$ cat src/rtl/finn_ctrl_sequencer.sv
// AXI4-Lite control initiator for a FINN HLS accelerator: writes buffer pointer
// and rep count, pulses ap_start, then polls ap_ctrl until ap_done or timeout.
module finn_ctrl_sequencer #(
  parameter logic [31:0] BASE_ADDR   = 32'h0000_0000,
  parameter logic [7:0]  OFS_CTRL    = 8'h00,
  parameter logic [7:0]  OFS_ADDR_LO = 8'h10,
  parameter logic [7:0]  OFS_ADDR_HI = 8'h14,
  parameter logic [7:0]  OFS_REPS    = 8'h1C,
  parameter int unsigned POLL_GAP    = 16,
  parameter int unsigned MAX_POLLS   = 1024
) (
  input  logic        clk,
  input  logic        rst_n,
  input  logic        cmd_valid,
  output logic        cmd_ready,
  input  logic [31:0] cmd_addr,
  input  logic [31:0] cmd_reps,
  output logic        done_valid,
  input  logic        done_ready,
  output logic [1:0]  done_status,
  output logic        busy,
  output logic [31:0] m_aw_addr,
  output logic        m_aw_valid,
  input  logic        m_aw_ready,
  output logic [31:0] m_w_data,
  output logic [3:0]  m_w_strb,
  output logic        m_w_valid,
  input  logic        m_w_ready,
  input  logic [1:0]  m_b_resp,
  input  logic        m_b_valid,
  output logic        m_b_ready,
  output logic [31:0] m_ar_addr,
  output logic        m_ar_valid,
  input  logic        m_ar_ready,
  input  logic [31:0] m_r_data,
  input  logic [1:0]  m_r_resp,
  input  logic        m_r_valid,
  output logic        m_r_ready
);

  typedef enum logic [2:0] {
    IDLE, WR_ALO, WR_AHI, WR_REPS, WR_START, RD_POLL, POLL_WAIT, DONE
  } state_t;

  localparam logic [31:0] MAX_POLLS_W = 32'(MAX_POLLS);
  localparam logic [15:0] GAP_LAST    = 16'(POLL_GAP - 1);
  localparam bit          TMO_EN      = (MAX_POLLS != 0);

  localparam logic [1:0] ST_OK  = 2'd0;
  localparam logic [1:0] ST_ERR = 2'd1;
  localparam logic [1:0] ST_TMO = 2'd2;

  state_t      state, state_d;
  logic [31:0] addr_q, addr_d;
  logic [31:0] reps_q, reps_d;
  logic [31:0] poll_q, poll_d;
  logic [15:0] gap_q, gap_d;
  logic [1:0]  status_q, status_d;
  logic        aw_done_q, aw_done_d;
  logic        w_done_q, w_done_d;
  logic        ar_done_q, ar_done_d;

  logic        in_wr;
  logic [7:0]  wr_ofs;
  logic [31:0] wr_data;
  logic        aw_hs, w_hs, b_hs, ar_hs, r_hs;

  function automatic state_t next_wr(input state_t s);
    case (s)
      WR_ALO:  return WR_AHI;
      WR_AHI:  return WR_REPS;
      WR_REPS: return WR_START;
      default: return RD_POLL;
    endcase
  endfunction

  // Per-state register target; address/data are zero outside the write states.
  always_comb begin
    in_wr   = 1'b1;
    wr_ofs  = 8'h00;
    wr_data = 32'h0;
    case (state)
      WR_ALO:   begin wr_ofs = OFS_ADDR_LO; wr_data = addr_q; end
      WR_AHI:   begin wr_ofs = OFS_ADDR_HI; wr_data = 32'h0;  end
      WR_REPS:  begin wr_ofs = OFS_REPS;    wr_data = reps_q; end
      WR_START: begin wr_ofs = OFS_CTRL;    wr_data = 32'h1;  end
      default:  in_wr = 1'b0;
    endcase
  end

  // AW and W each hold until their own handshake; B waits for both.
  assign m_aw_valid = in_wr & ~aw_done_q;
  assign m_w_valid  = in_wr & ~w_done_q;
  assign m_b_ready  = in_wr & aw_done_q & w_done_q;
  assign m_aw_addr  = in_wr ? (BASE_ADDR + {24'h0, wr_ofs}) : 32'h0;
  assign m_w_data   = wr_data;
  assign m_w_strb   = 4'hF;

  assign m_ar_valid = (state == RD_POLL) & ~ar_done_q;
  assign m_r_ready  = (state == RD_POLL) & ar_done_q;
  assign m_ar_addr  = (state == RD_POLL) ? (BASE_ADDR + {24'h0, OFS_CTRL}) : 32'h0;

  assign cmd_ready   = (state == IDLE);
  assign busy        = (state != IDLE);
  assign done_valid  = (state == DONE);
  assign done_status = status_q;

  assign aw_hs = m_aw_valid & m_aw_ready;
  assign w_hs  = m_w_valid  & m_w_ready;
  assign b_hs  = m_b_valid  & m_b_ready;
  assign ar_hs = m_ar_valid & m_ar_ready;
  assign r_hs  = m_r_valid  & m_r_ready;

  // Only ap_done is inspected in the polled word.
  logic unused_rdata;
  assign unused_rdata = ^{m_r_data[31:2], m_r_data[0]};

  always_comb begin
    state_d   = state;
    addr_d    = addr_q;
    reps_d    = reps_q;
    poll_d    = poll_q;
    gap_d     = gap_q;
    status_d  = status_q;
    aw_done_d = aw_done_q | aw_hs;
    w_done_d  = w_done_q  | w_hs;
    ar_done_d = ar_done_q;
    case (state)
      IDLE: begin
        if (cmd_valid) begin
          addr_d   = cmd_addr;
          reps_d   = cmd_reps;
          status_d = ST_OK;
          state_d  = WR_ALO;
        end
      end
      WR_ALO, WR_AHI, WR_REPS, WR_START: begin
        if (b_hs) begin
          aw_done_d = 1'b0;
          w_done_d  = 1'b0;
          poll_d    = 32'h0;
          if (m_b_resp != 2'b00) begin
            status_d = ST_ERR;
            state_d  = DONE;
          end else begin
            state_d = next_wr(state);
          end
        end
      end
      RD_POLL: begin
        if (ar_hs) ar_done_d = 1'b1;
        if (r_hs) begin
          ar_done_d = 1'b0;
          poll_d    = poll_q + 32'd1;
          if (m_r_resp != 2'b00) begin
            status_d = ST_ERR;
            state_d  = DONE;
          end else if (m_r_data[1]) begin
            status_d = ST_OK;
            state_d  = DONE;
          end else if (TMO_EN && (poll_q + 32'd1 == MAX_POLLS_W)) begin
            status_d = ST_TMO;
            state_d  = DONE;
          end else begin
            gap_d   = 16'h0;
            state_d = POLL_WAIT;
          end
        end
      end
      POLL_WAIT: begin
        if (gap_q == GAP_LAST) state_d = RD_POLL;
        else                   gap_d   = gap_q + 16'd1;
      end
      DONE: begin
        if (done_ready) state_d = IDLE;
      end
      default: state_d = IDLE;
    endcase
  end

  always_ff @(posedge clk or negedge rst_n) begin
    if (!rst_n) begin
      state     <= IDLE;
      addr_q    <= 32'h0;
      reps_q    <= 32'h0;
      poll_q    <= 32'h0;
      gap_q     <= 16'h0;
      status_q  <= ST_OK;
      aw_done_q <= 1'b0;
      w_done_q  <= 1'b0;
      ar_done_q <= 1'b0;
    end else begin
      state     <= state_d;
      addr_q    <= addr_d;
      reps_q    <= reps_d;
      poll_q    <= poll_d;
      gap_q     <= gap_d;
      status_q  <= status_d;
      aw_done_q <= aw_done_d;
      w_done_q  <= w_done_d;
      ar_done_q <= ar_done_d;
    end
  end

endmodule
$ cat config.mk
export PLATFORM = sky130hd
export DESIGN_NAME = finn_ctrl_sequencer
export DESIGN_NICKNAME = d
export VERILOG_FILES = /design/src/rtl/finn_ctrl_sequencer.sv
export SDC_FILE = /design/constraint.sdc
export NUM_CORES = 1
export LEC_CHECK = 0
export BUFFER_PORTS_ARGS = -buffer_cell sky130_fd_sc_hd__buf_2
export CAP_MARGIN = 20
export CELL_PAD_IN_SITES_DETAIL_PLACEMENT = 0
export CELL_PAD_IN_SITES_GLOBAL_PLACEMENT = 2
export CORE_ASPECT_RATIO = 0.5
export CORE_MARGIN = 2
export CORE_UTILIZATION = 30
export CTS_CLUSTER_SIZE = 16
export DETAILED_ROUTE_END_ITERATION = 6
export GPL_ROUTABILITY_DRIVEN = 1
export PLACE_DENSITY = 0.74
export SLEW_MARGIN = 15
export SYNTH_ARGS = -nofsm -noshare
export SYNTH_HDL_FRONTEND = slang
export SYNTH_SLANG_ARGS = --single-unit
$ cat constraint.sdc
create_clock -name clk -period 6.9 [get_ports clk]
set_clock_uncertainty 0.2 [all_clocks]
set_input_delay 0.345 -clock clk [delete_from_list [all_inputs] [get_ports clk]]
set_output_delay 0.345 -clock clk [all_outputs]
set_load 0.1 [all_outputs]
; Yosys cells after proc, flatten, opt, wreduce, memory -nomap -nowiden
; Cells that the tools add are included.
[op_classes]
addsub = 2
multipliers = 0
div_mod_pow = 0
n_lt_le_gt_ge = 0
eq_ne = 20
shift = 0
n_mux = 38
n_bitwise = 16
reduce_logical = 15
[ops]
columns = op, count
row1 = case mux 32 bit (3 select lines), 1
row2 = two-way mux 16 bit, 5
row3 = two-way mux 32 bit, 2
row4 = case mux 32 bit (2 select lines), 1
row5 = "adder 32 x 1 -> 32 bit, second input constant", 1
row6 = "== test 32 x 11 -> 1 bit, second input constant", 1
row7 = case mux 16 bit (2 select lines), 1
row8 = two-way mux 3 bit, 6
row9 = "adder 16 x 1 -> 16 bit, second input constant", 1
row10 = "== test 16 x 4 -> 1 bit, second input constant", 1
row11 = case mux 3 bit (5 select lines), 1
row12 = case mux 5 bit (3 select lines), 1
row13 = two-way mux 2 bit, 7
row14 = "inequality test 2 bit, second input constant", 7
row15 = "== test 3 bit, second input constant", 4
row16 = AND reduction 6 bit, 2
row17 = AND 1 bit, 11
row18 = two-way mux 1 bit, 10
row19 = nonzero test 2 bit, 5
row20 = case mux 3 bit (3 select lines), 1
row21 = two-way mux 8 bit, 1
row22 = "== test 3 x 2 -> 1 bit, second input constant", 2
row23 = "inequality test 2 x 1 -> 1 bit, second input constant", 3
row24 = case mux 2 bit (3 select lines), 1
row25 = other kinds (10), 15
[word_totals]
ff_bits = 120
latchBits = 0
ramBits = 0
mem_bits_ro = 0
out_inout_bits = 110
elab_cells = 100
memories = 0

; Logic depth before layout (Yosys ltp)
; Gate-level depths: netlist of run 1.
[logic_depth]
word_depth = 8
mapped_depth = 11
ltp_nobuf = 8

; Worst setup path before layout of run 1
; Ideal clock, no wire load.
[synth_path]
path_kind = reg-to-output
start = register state[1]
end = output m_w_data[20]
t_arrival_ps = 4476
required_ps = 6355
setup_slack_ps = 1879
path_stages_with_launch = 7
n_path_buf = 3
cell_sequence = dfrtp_1 clkbuf_1 nor2b_1 and2_1 clkbuf_1 buf_1 a22o_1
[synth_via]
elab_chain_len = 2
word_cells_on_any_way = 4
classes_between = eq/ne: 3 / mux: 1
[synth_rtl]
columns = item, line
row1 = from (decl), 53  ; state_t state, state_d;
row2 = from (signal assigned), 193  ; state <= state_d;
row3 = == test 3 bit (tied with other cells), 82  ; case (state)
row4 = case mux 32 bit (3 select lines) (*), 82
row5 = to (decl), 25  ; output logic [31:0] m_w_data,
; Mark *: on every way between the ends. The rest lies on a longest branch, timed or not.

; Worst setup path after layout of run 1
[layout_path]
start = register state[2]
end = register state[0]
[layout_via]
elab_chain_len = 8
word_cells_on_any_way = 25
classes_between = eq/ne: 12 / mux: 5 / bitwise: 5 / reduce/logical: 3
[layout_rtl]
columns = item, line
row1 = == test 3 x 1 -> 1 bit (tied with other cells), "69, 82, 128"
row2 = OR reduction 4 bit (no source line), --
row3 = two-way mux 1 bit, 82
row4 = AND 1 bit (2 in a row), 94  ; assign m_b_ready = in_wr & aw_done_q & w_done_q;
row5 = AND 1 bit, 110  ; assign b_hs = m_b_valid & m_b_ready;
row6 = inequality test 2 x 1 -> 1 bit (no source line), --
row7 = AND reduction 5 bit (no source line), --
; Parallel ways exist; a longest one is shown, timed or not. The select of a mux whose other input is x is not followed.
; A chain may end at the register's enable or synchronous reset.

==> results by stage, run 1 <==
Run status:
- The flow ran to the end, and the final reports show no timing, DRC or antenna violations.

Global route:
- The initial antenna violation count is 0.
- Entering global routing, the biggest net connects 72 pins.
- The via count of the first global-routing pass is about 6000.
- The met1 global-route usage is 0.210.
- The met2 usage in global routing is 0.267.
- In the global route stage, met3 resource usage came out at 0.0374.
- In this run the most used layer during global routing was met2.
- The first global-routing pass estimated about 32000 um of wire.
- The total overflow left after global routing is 0.
- For this run, the total global-route usage over all layers was measured as 0.160.

Logic synthesis:
- By area the synthesized netlist is led by sky130_fd_sc_hd__dfrtp_1 (42%), sky130_fd_sc_hd__mux2_2 (10%), sky130_fd_sc_hd__buf_4 (7.1%).
- The count of cell types in the netlist is 67.
- The cell area that synthesis handed to floorplanning was 7180 um2.
- The portion of synthesized cell area occupied by the leading cell type is 0.418.
- The cell count after synthesis is 736.
- The most used flip-flop cell after synthesis is sky130_fd_sc_hd__dfrtp_1.
- Each instance of the synthesized netlist takes up on average around 9.8 um2.
- Yosys mapped a number of flops with a built-in enable equal to 0.
- The synthesized design spends more area on one cell type than any other, namely sky130_fd_sc_hd__dfrtp_1.
- Counting flops and latches in the post-synthesis netlist gives 120.
- The share of the Yosys chip area taken by registers is 0.418.
- In the synthesized netlist the async set-or-reset flop fraction comes to 1.00.
- The number of warnings issued by yosys is 0.

Worst setup path:
- The cell repeated most along the worst path is sky130_fd_sc_hd__nor3_1.
- The critical path data required time is around 7000 ps.
- The maximum single-stage delay on the critical path is approximately 800 ps.
- Together, buffers and inverters on the worst path number 0.
- The critical path class is flop to flop.
- At the worst endpoint, the arrival time is around 4000 ps.
- The critical path goes through and3b_1 > nand3_2 > a22o_1 > nor3_1 > o2111ai_1 > o21ai_0 > nor3_1.
- The category of the worst setup path launch point is a flop.
- Among cell families on the critical path, the largest total delay comes from simple AND/OR/NAND/NOR gates.
- Of all nets on the critical path, the largest fanout is 36.
- The standard cell with the maximum stage delay on the critical path is sky130_fd_sc_hd__dfrtp_1.
- The kind of end point of the critical path is a flop.

Drt:
- The DRC marker count from the first detailed-route iteration is 410.
- For this run, design rule violations remaining after detail routing come to 0.
- For this block, the via count after detailed routing is 6106.
- The total routed wirelength is roughly 19000 um.
- In this run the remaining antenna-violating nets after routing total 0.
- The wire length per cell after detailed routing is ~16 um.
- The pre-antenna-repair detailed-routing pass consisted of 5 iterations.
- The average via count per standard cell is roughly 5.0.

Floorplanning:
- The placeable core region is between 20000 and 25000 um2.
- In this run the count of I/O pins placed on the die edge is 219.
- The die is 113 um tall.
- The die boundary width is approximately 220 um.
- The die outline area is approximately 25000 um2.
- The initial utilization of the core area, before any placement, comes to 0.310.
- The count of standard-cell rows is 39.

Cells and area:
- The fraction of final layout cells with drive strength greater than 1 is 0.281.
- The number of nets in the finished design is 1012.
- The number of inserted diodes is 0.
- The finished cells cover between 8000 and 9000 um2.
- The filler-free cell count of the finished design is about 1200.
- Relative to the synthesized area, the layout overhead comes to 25.1%.

Placement:
- The post-placement setup slack is 3020 ps.
- Once placement finished, the instance area stood at 7780 um2.
- Port buffering added between 100 and 150 buffers.
- The routability congestion estimate from global placement is between 0.7 and 0.8.
- Including well taps, the total number of placed cells is around 1100.
- The HPWL after detailed placement is approximately 13000 um.

Timing:
- For the pin with the worst max-slew slack, the measured transition is 971 ps.
- In the finished design, the share of the clock period the worst path needs comes to 0.565.
- The highest attainable clock frequency is 257 MHz.
- The number of setup violations in the final report is 0.
- The total negative slack is 0 ps.
- The max-slew violation count is 0.
- Setup slack on the critical path of the routed design comes to about 3000 ps.
- The normalized max-slew margin is 0.352.
- The final count of hold timing violations is 0.
- Setup repair after global routing left no endpoint under its margin.
- The clock period could shrink to between 3000 and 4000 ps.

Pwr:
- IR analysis of the VDD net gives a maximum drop of ~0.15 mV.
- The standby leakage power is 4.04 nW.
- The power per cell area is 404 nW/um2.

CTS:
- Buffers added to address setup during post-CTS repair amount to 0.
- The root buffer cell chosen for the clock tree is sky130_fd_sc_hd__clkbuf_16.
- The number of sinks driven by the clock tree is 120.
- The register clock-pin slew on the reported worst setup and hold paths is 60 ps.
- The number of buffers created by CTS is 17.
- TritonCTS built the clock tree.
- The clock passes through at most 2 buffers.
- The number of gates resized after CTS was 0.
- The number of buffers inserted by hold repair at cts is 68.
- The clock insertion delay at the later pin of the skew report is ~420 ps.
- The clock tree synthesis step divided the H-tree into 4 levels.

Run:
- Across the run, the number of max-cap violations was 0.

Min path:
- The min-delay analysis places its worst path in the category input pin to flop.
-- stage by stage --
stage | hold slack [ps] | utilization | total power [mW]
2_1_floorplan | -151 | - | 2.54
3_3_place_gp | 289 | 0.336 | 2.79
3_5_place_dp | 297 | 0.336 | 2.82
4_1_cts | 96.8 | 0.388 | 3.67
5_1_grt | 128 | 0.388 | 3.84
6_report | 112 | 0.388 | 3.63
-- synth_stat cells, types with 14 or more instances --
library cell / n
sky130_fd_sc_hd__dfrtp_1: 120
sky130_fd_sc_hd__a31oi_1: 14
sky130_fd_sc_hd__and3_1: 16
sky130_fd_sc_hd__nand4_1: 15
sky130_fd_sc_hd__buf_4: 68
sky130_fd_sc_hd__a21oi_1: 33
sky130_fd_sc_hd__nand3_1: 19
sky130_fd_sc_hd__a22o_1: 34
sky130_fd_sc_hd__clkbuf_1: 31
sky130_fd_sc_hd__o21ai_0: 59
sky130_fd_sc_hd__nor2_1: 60
sky130_fd_sc_hd__mux2_2: 65
sky130_fd_sc_hd__nand2_1: 37
-- path summary, 6_finish.rpt --
check / from / endpoint / slack (ps) / depth (start not counted)
min in group asynchronous: rst_n / gap_q[9]$_DFFE_PN0P_ / 410 / 2
min reg2reg: reps_q[19]$_DFFE_PN0P_ / reps_q[19]$_DFFE_PN0P_ / 310 / 1
max reg2reg: state[2]$_DFFE_PN0P_ / state[0]$_DFFE_PN0P_ / 3000 / 7
max: state[2]$_DFFE_PN0P_ / state[0]$_DFFE_PN0P_ / 3000 / 7
min: m_b_valid / aw_done_q$_DFF_PN0_ / 110 / 3
max in group asynchronous: rst_n / done_status[0]$_DFFE_PN0P_ / 4820 / 3
-- power by group --
| part | total, mW | switching, mW | internal [mW] | leakage (nW) |
|---|---|---|---|---|
| clock | 0.800 | 0.334 | 0.466 | 0.245 |
| combinational | 1.68 | 1.24 | 0.446 | 2.27 |
| sequential | 1.15 | 0.202 | 0.950 | 1.53 |
-- worst reg2reg max path, stage by stage (launching register included) --
cell and delay (ps):
sky130_fd_sc_hd__dfrtp_1 780, sky130_fd_sc_hd__and3b_1 480, sky130_fd_sc_hd__nand3_2 740, sky130_fd_sc_hd__a22o_1 500, sky130_fd_sc_hd__nor3_1 570, sky130_fd_sc_hd__o2111ai_1 250
sky130_fd_sc_hd__o21ai_0 200, sky130_fd_sc_hd__nor3_1 70
-- kinds of logic after synthesis --
kind of cell,count (synthesis),share of synthesized area
mux,65,0.102
buf+inv,123,0.104
flops,120,0.418
other cells,2,0.00105
xor+xnor,8,0.00975
simple gates,213,0.167
fa+ha+maj,3,0.00488
compound gates,202,0.194
-- sequential cells by signal, indices dropped and copies added, names as in the netlist --
register	flops
ar_done_q	1
w_done_q	1
state	3
addr_q	32
done_status	2
aw_done_q	1
reps_q	32
gap_q	16
poll_q	32
-- layout by cell type (no fill, tap or decap), drive strengths merged, types with 12 or more instances in the layout --
cell type    netlist  routed
buf               81     129
dfrtp            120     120
dlygate4sd3        0      68
mux2              65      65
conb               2      65
nor2              60      60
o21ai             59      59
a21oi             41      41
nand2             37      37
a22o              34      34
clkbuf            33      21
nand3             19      19
nand4             19      19
and3              16      16
a31oi             16      16
nor3              15      15
and4              12      12
-- metal layers --
| layer | up-vias | wire length [um] |
|---|---|---|
| met5 | - | 0 |
| met4 | 0 | 213 |
| met3 | 19 | 880 |
| met2 | 167 | 9030 |
| met1 | 2993 | 9330 |
| li1 | 2927 | - |
-- cell type report --
class / instances / area (um2)
fillers: 2339 / 14200
clock buffers: 21 / 450
inverters: 9 / 33.8
well taps: 307 / 384
clock inverters: 11 / 75.1
repair buffers: 197 / 1350
flip-flops and latches: 120 / 3000
multi-input cells: 556 / 3690
Power figures use the tool's default switching activity.
==> run 2: changes to the inputs <==
Settings changed: CORE_UTILIZATION 30 to 28, PLACE_DENSITY 0.74 to 0.72.
Clock period 6.9 ns to 3.5 ns, I/O delays scaled along.
==> run 2 against run 1 <==
  * Critical path type unchanged
  * Utilization is 1.6 points lower
  * Via count is 0.90% higher
  * Critical endpoint is now gap_q[3]$_DFFE_PN0P_
  * Sequential power is 91% higher
  * Critical path depth is 1 higher
==> results by stage, run 2 (same netlist as run 1, synthesis figures left out) <==
Global route:
- The initial antenna violation count is 0 (unchanged).
- The overall routing resource usage is 0.153 (-0.00753).
- The global-route wire length before repair was 32600 um (+1.1%).
- The pin count of the biggest net entering global routing came to 74 (+2.8%).
- The via count of the first global-routing pass is 6109 (+0.13%).
- The leftover overflow at the end of global routing is 0 (unchanged).

Drt:
- The post-detailed-route DRC marker count is 0 (unchanged).
- The wire length per cell after detailed routing is 15.7 um (-1.2%).
- The average via count per standard cell is 4.81 (-3.9%).
- The number of vias after detailed routing came to 6161 (+0.90%).
- The total routed wirelength is 20200 um (+3.7%).
- The post-detailed-route count of antenna-violating nets is 0 (unchanged).
- The DRC marker count from the first detailed-route iteration came to 385 (-6.1%).
- The number of detailed-routing iterations run before antenna repair was 5 (unchanged).

Min path:
- The class of the most critical hold timing path is input pin to flop.

Timing:
- The final worst-path cycle share is 0.926 (+0.361).
- The max-slew violation count is 0 (unchanged).
- The time the final worst path needs with I/O delays and setup is 3240 ps (-656 ps).
- The measured slew at the worst slew-check pin is 769 ps (-202 ps).
- The normalized max-slew margin is 0.483 (+0.131).
- Setup repair after global routing left no endpoint under its margin.
- The final count of hold timing violations is 0 (unchanged).
- The number of setup violations in the final report is 0 (unchanged).
- The highest attainable clock frequency is 309 MHz (+20%).

Worst setup path:
- The critical path class is flop to flop.
- For this design, the slowest cell found on the critical path is sky130_fd_sc_hd__or4_4.
- STA classifies the critical path endpoint as a flop.
- The endpoint arrival time on the critical path is 3380 ps (-620 ps).
- The largest fanout on the critical path is 13 (-64%).
- Walking the worst path, the cells encountered are ha_1 > nand4_1 > or4_4 > o21ai_0 > and4_2 > nand4_4 > buf_4 > a21oi_2.
- The category of the worst setup path launch point is a flop.
- The maximum single-stage delay on the critical path was 650 ps (-130 ps).
- The critical path data required time is 3640 ps (-3370 ps).

Cells and area:
- The number of nets in the finished design is 1038 (+2.6%).
- The largest registers in the layout are addr_q (32), poll_q (32), reps_q (32).
- The library cell used most frequently in the layout, excluding fill and tap cells, is sky130_fd_sc_hd__buf_2.
- The utilization after layout is 0.372 (-0.0156).
- The final cell area excluding filler cells is 9370 um2 (+4.3%).
- The total of fill cells in the finished design is 2524 (+7.9%).
- From synthesis to final layout, the design area changed by 30.4%.
- The filler-free cell count of the finished design was 1282 (+5.0%).
- In the layout the commonest cells are sky130_fd_sc_hd__buf_2 (121), sky130_fd_sc_hd__dfrtp_1 (120), sky130_fd_sc_hd__dlygate4sd3_1 (73), sky130_fd_sc_hd__mux2_2 (65), sky130_fd_sc_hd__conb_1 (65).
- The number of inserted diodes is 0 (unchanged).
- The fraction of final layout cells with drive strength greater than 1 came to 0.308 (+0.0269).

Floorplanning:
- The initial core utilization is 0.285 (-0.0247).
- The vertical die dimension is 117 um (+3.4%).
- The die boundary width is 231 um (+3.4%).
- The die outline area is 27000 um2 (+6.9%).
- The placeable core region is 25200 um2 (+8.7%).
- The count of standard-cell rows is 41 (+5.1%).
- The boundary pin count was 219 (unchanged).

Placement:
- The placed cell area is 8020 um2 (+3.1%).
- The number of buffers inserted by port buffering came to 122 (unchanged).
- The placed cell count is 1178 (+5.1%).
- The detailed placer's ending HPWL is 13700 um (+6.2%).
- The routability congestion estimate from global placement is 0.801 (+3.6%).

Pwr:
- The standby leakage power came to 4.22 nW (+4.4%).
- The maximum ir drop on the vdd rail is 0.349 mV (+140%).
- The power per cell area was 801 nW/um2 (+98%).

CTS:
- The buffer count from post-CTS setup fixing is 0 (unchanged).
- The number of H-tree branching levels is 4 (unchanged).
- The number of buffers on the longest clock path is 2 (unchanged).
- The clock insertion delay at the later pin of the skew report is 420 ps (about the same).
- The TritonCTS clock tree is done.
- The cell sitting at the root of the clock tree is a sky130_fd_sc_hd__clkbuf_16.
- The register clock-pin slew on the reported worst setup and hold paths is 60 ps (about the same).
- The number of sinks driven by the clock tree is 120 (unchanged).
- The number of buffers created by CTS is 17 (unchanged).

Run:
- The number of maximum-capacitance violations is 0 (unchanged).

Run status:
- The run finished with clean final reports.
run 2: cell count changes in the layout (fill, tap and decap cells not counted), sizes merged:
cell and change:
clkinv -4, dlygate4sd3 +5, inv +1, bufinv +3
buf +21, clkinvlp -1, clkbuf -1
run 2: repair_timing:
item,in CTS,in global routing
hold endpoints to repair,139,0
gates resized for setup,0,1
setup endpoints to repair,0,7
hold buffers,73,0
run 2: power by group:
part           internal, mW  switching [mW]
clock                  1.15           0.657
combinational         0.950            2.55
sequential             1.87           0.322
run 2: path summary, 6_finish.rpt:
path | from | to | slack, ps | depth (start not counted)
setup reg to reg | poll_q[0]$_DFFE_PN0P_ | gap_q[3]$_DFFE_PN0P_ | 260 | 8
min in group asynchronous | rst_n | gap_q[9]$_DFFE_PN0P_ | 110 | 2
max in group asynchronous | rst_n | reps_q[1]$_DFFE_PN0P_ | 2260 | 3
hold reg to reg | addr_q[8]$_DFFE_PN0P_ | addr_q[8]$_DFFE_PN0P_ | 310 | 1
hold / removal | m_b_resp[1] | state[1]$_DFFE_PN0P_ | 100 | 5
setup / recovery | poll_q[0]$_DFFE_PN0P_ | gap_q[3]$_DFFE_PN0P_ | 260 | 8
run 2: worst max-delay path, delay by kind of cell, from the launching register on:
kind | cells | cell delay, ps
and+or+nand+nor | 4 | 1610
DFF | 1 | 430
buffers and inverters | 1 | 270
adders and majority gates | 1 | 240
AOI/OAI and AO/OA | 2 | 420
run 2: metal layers:
layer | vias up | wire length, um | track usage
met5 | - | 0 | 0
li1 | 2982 | - | -
met1 | 3015 | 9590 | 0.196
met3 | 13 | 812 | 0.0291
met2 | 151 | 9590 | 0.266
met4 | 0 | 190 | 0.0447
run 2: through the flow:
| step | TNS (ps) | hold slack [ps] | power, mW | worst slack (ps) |
|---|---|---|---|---|
| CTS | 0 | 69.5 | 7.58 | 171 |
| floorplan | -31.2 | -321 | 5.02 | -31.2 |
| global placement | 0 | 210 | 5.58 | 157 |
| global route | 0 | 111 | 7.89 | 48.8 |
| detailed placement | 0 | 212 | 5.63 | 166 |
| finish | 0 | 97.0 | 7.51 | 259 |
run 2: final cells by class:
type,count,area (um2),share of cell area
timing repair buffer,223,1590,0.170
sequential,120,3000,0.320
clock inverter,10,144,0.0154
clock buffer,20,457,0.0487
inverter,9,37.5,0.00401
tap,344,430,0.0459
multi-input combinational,556,3710,0.396
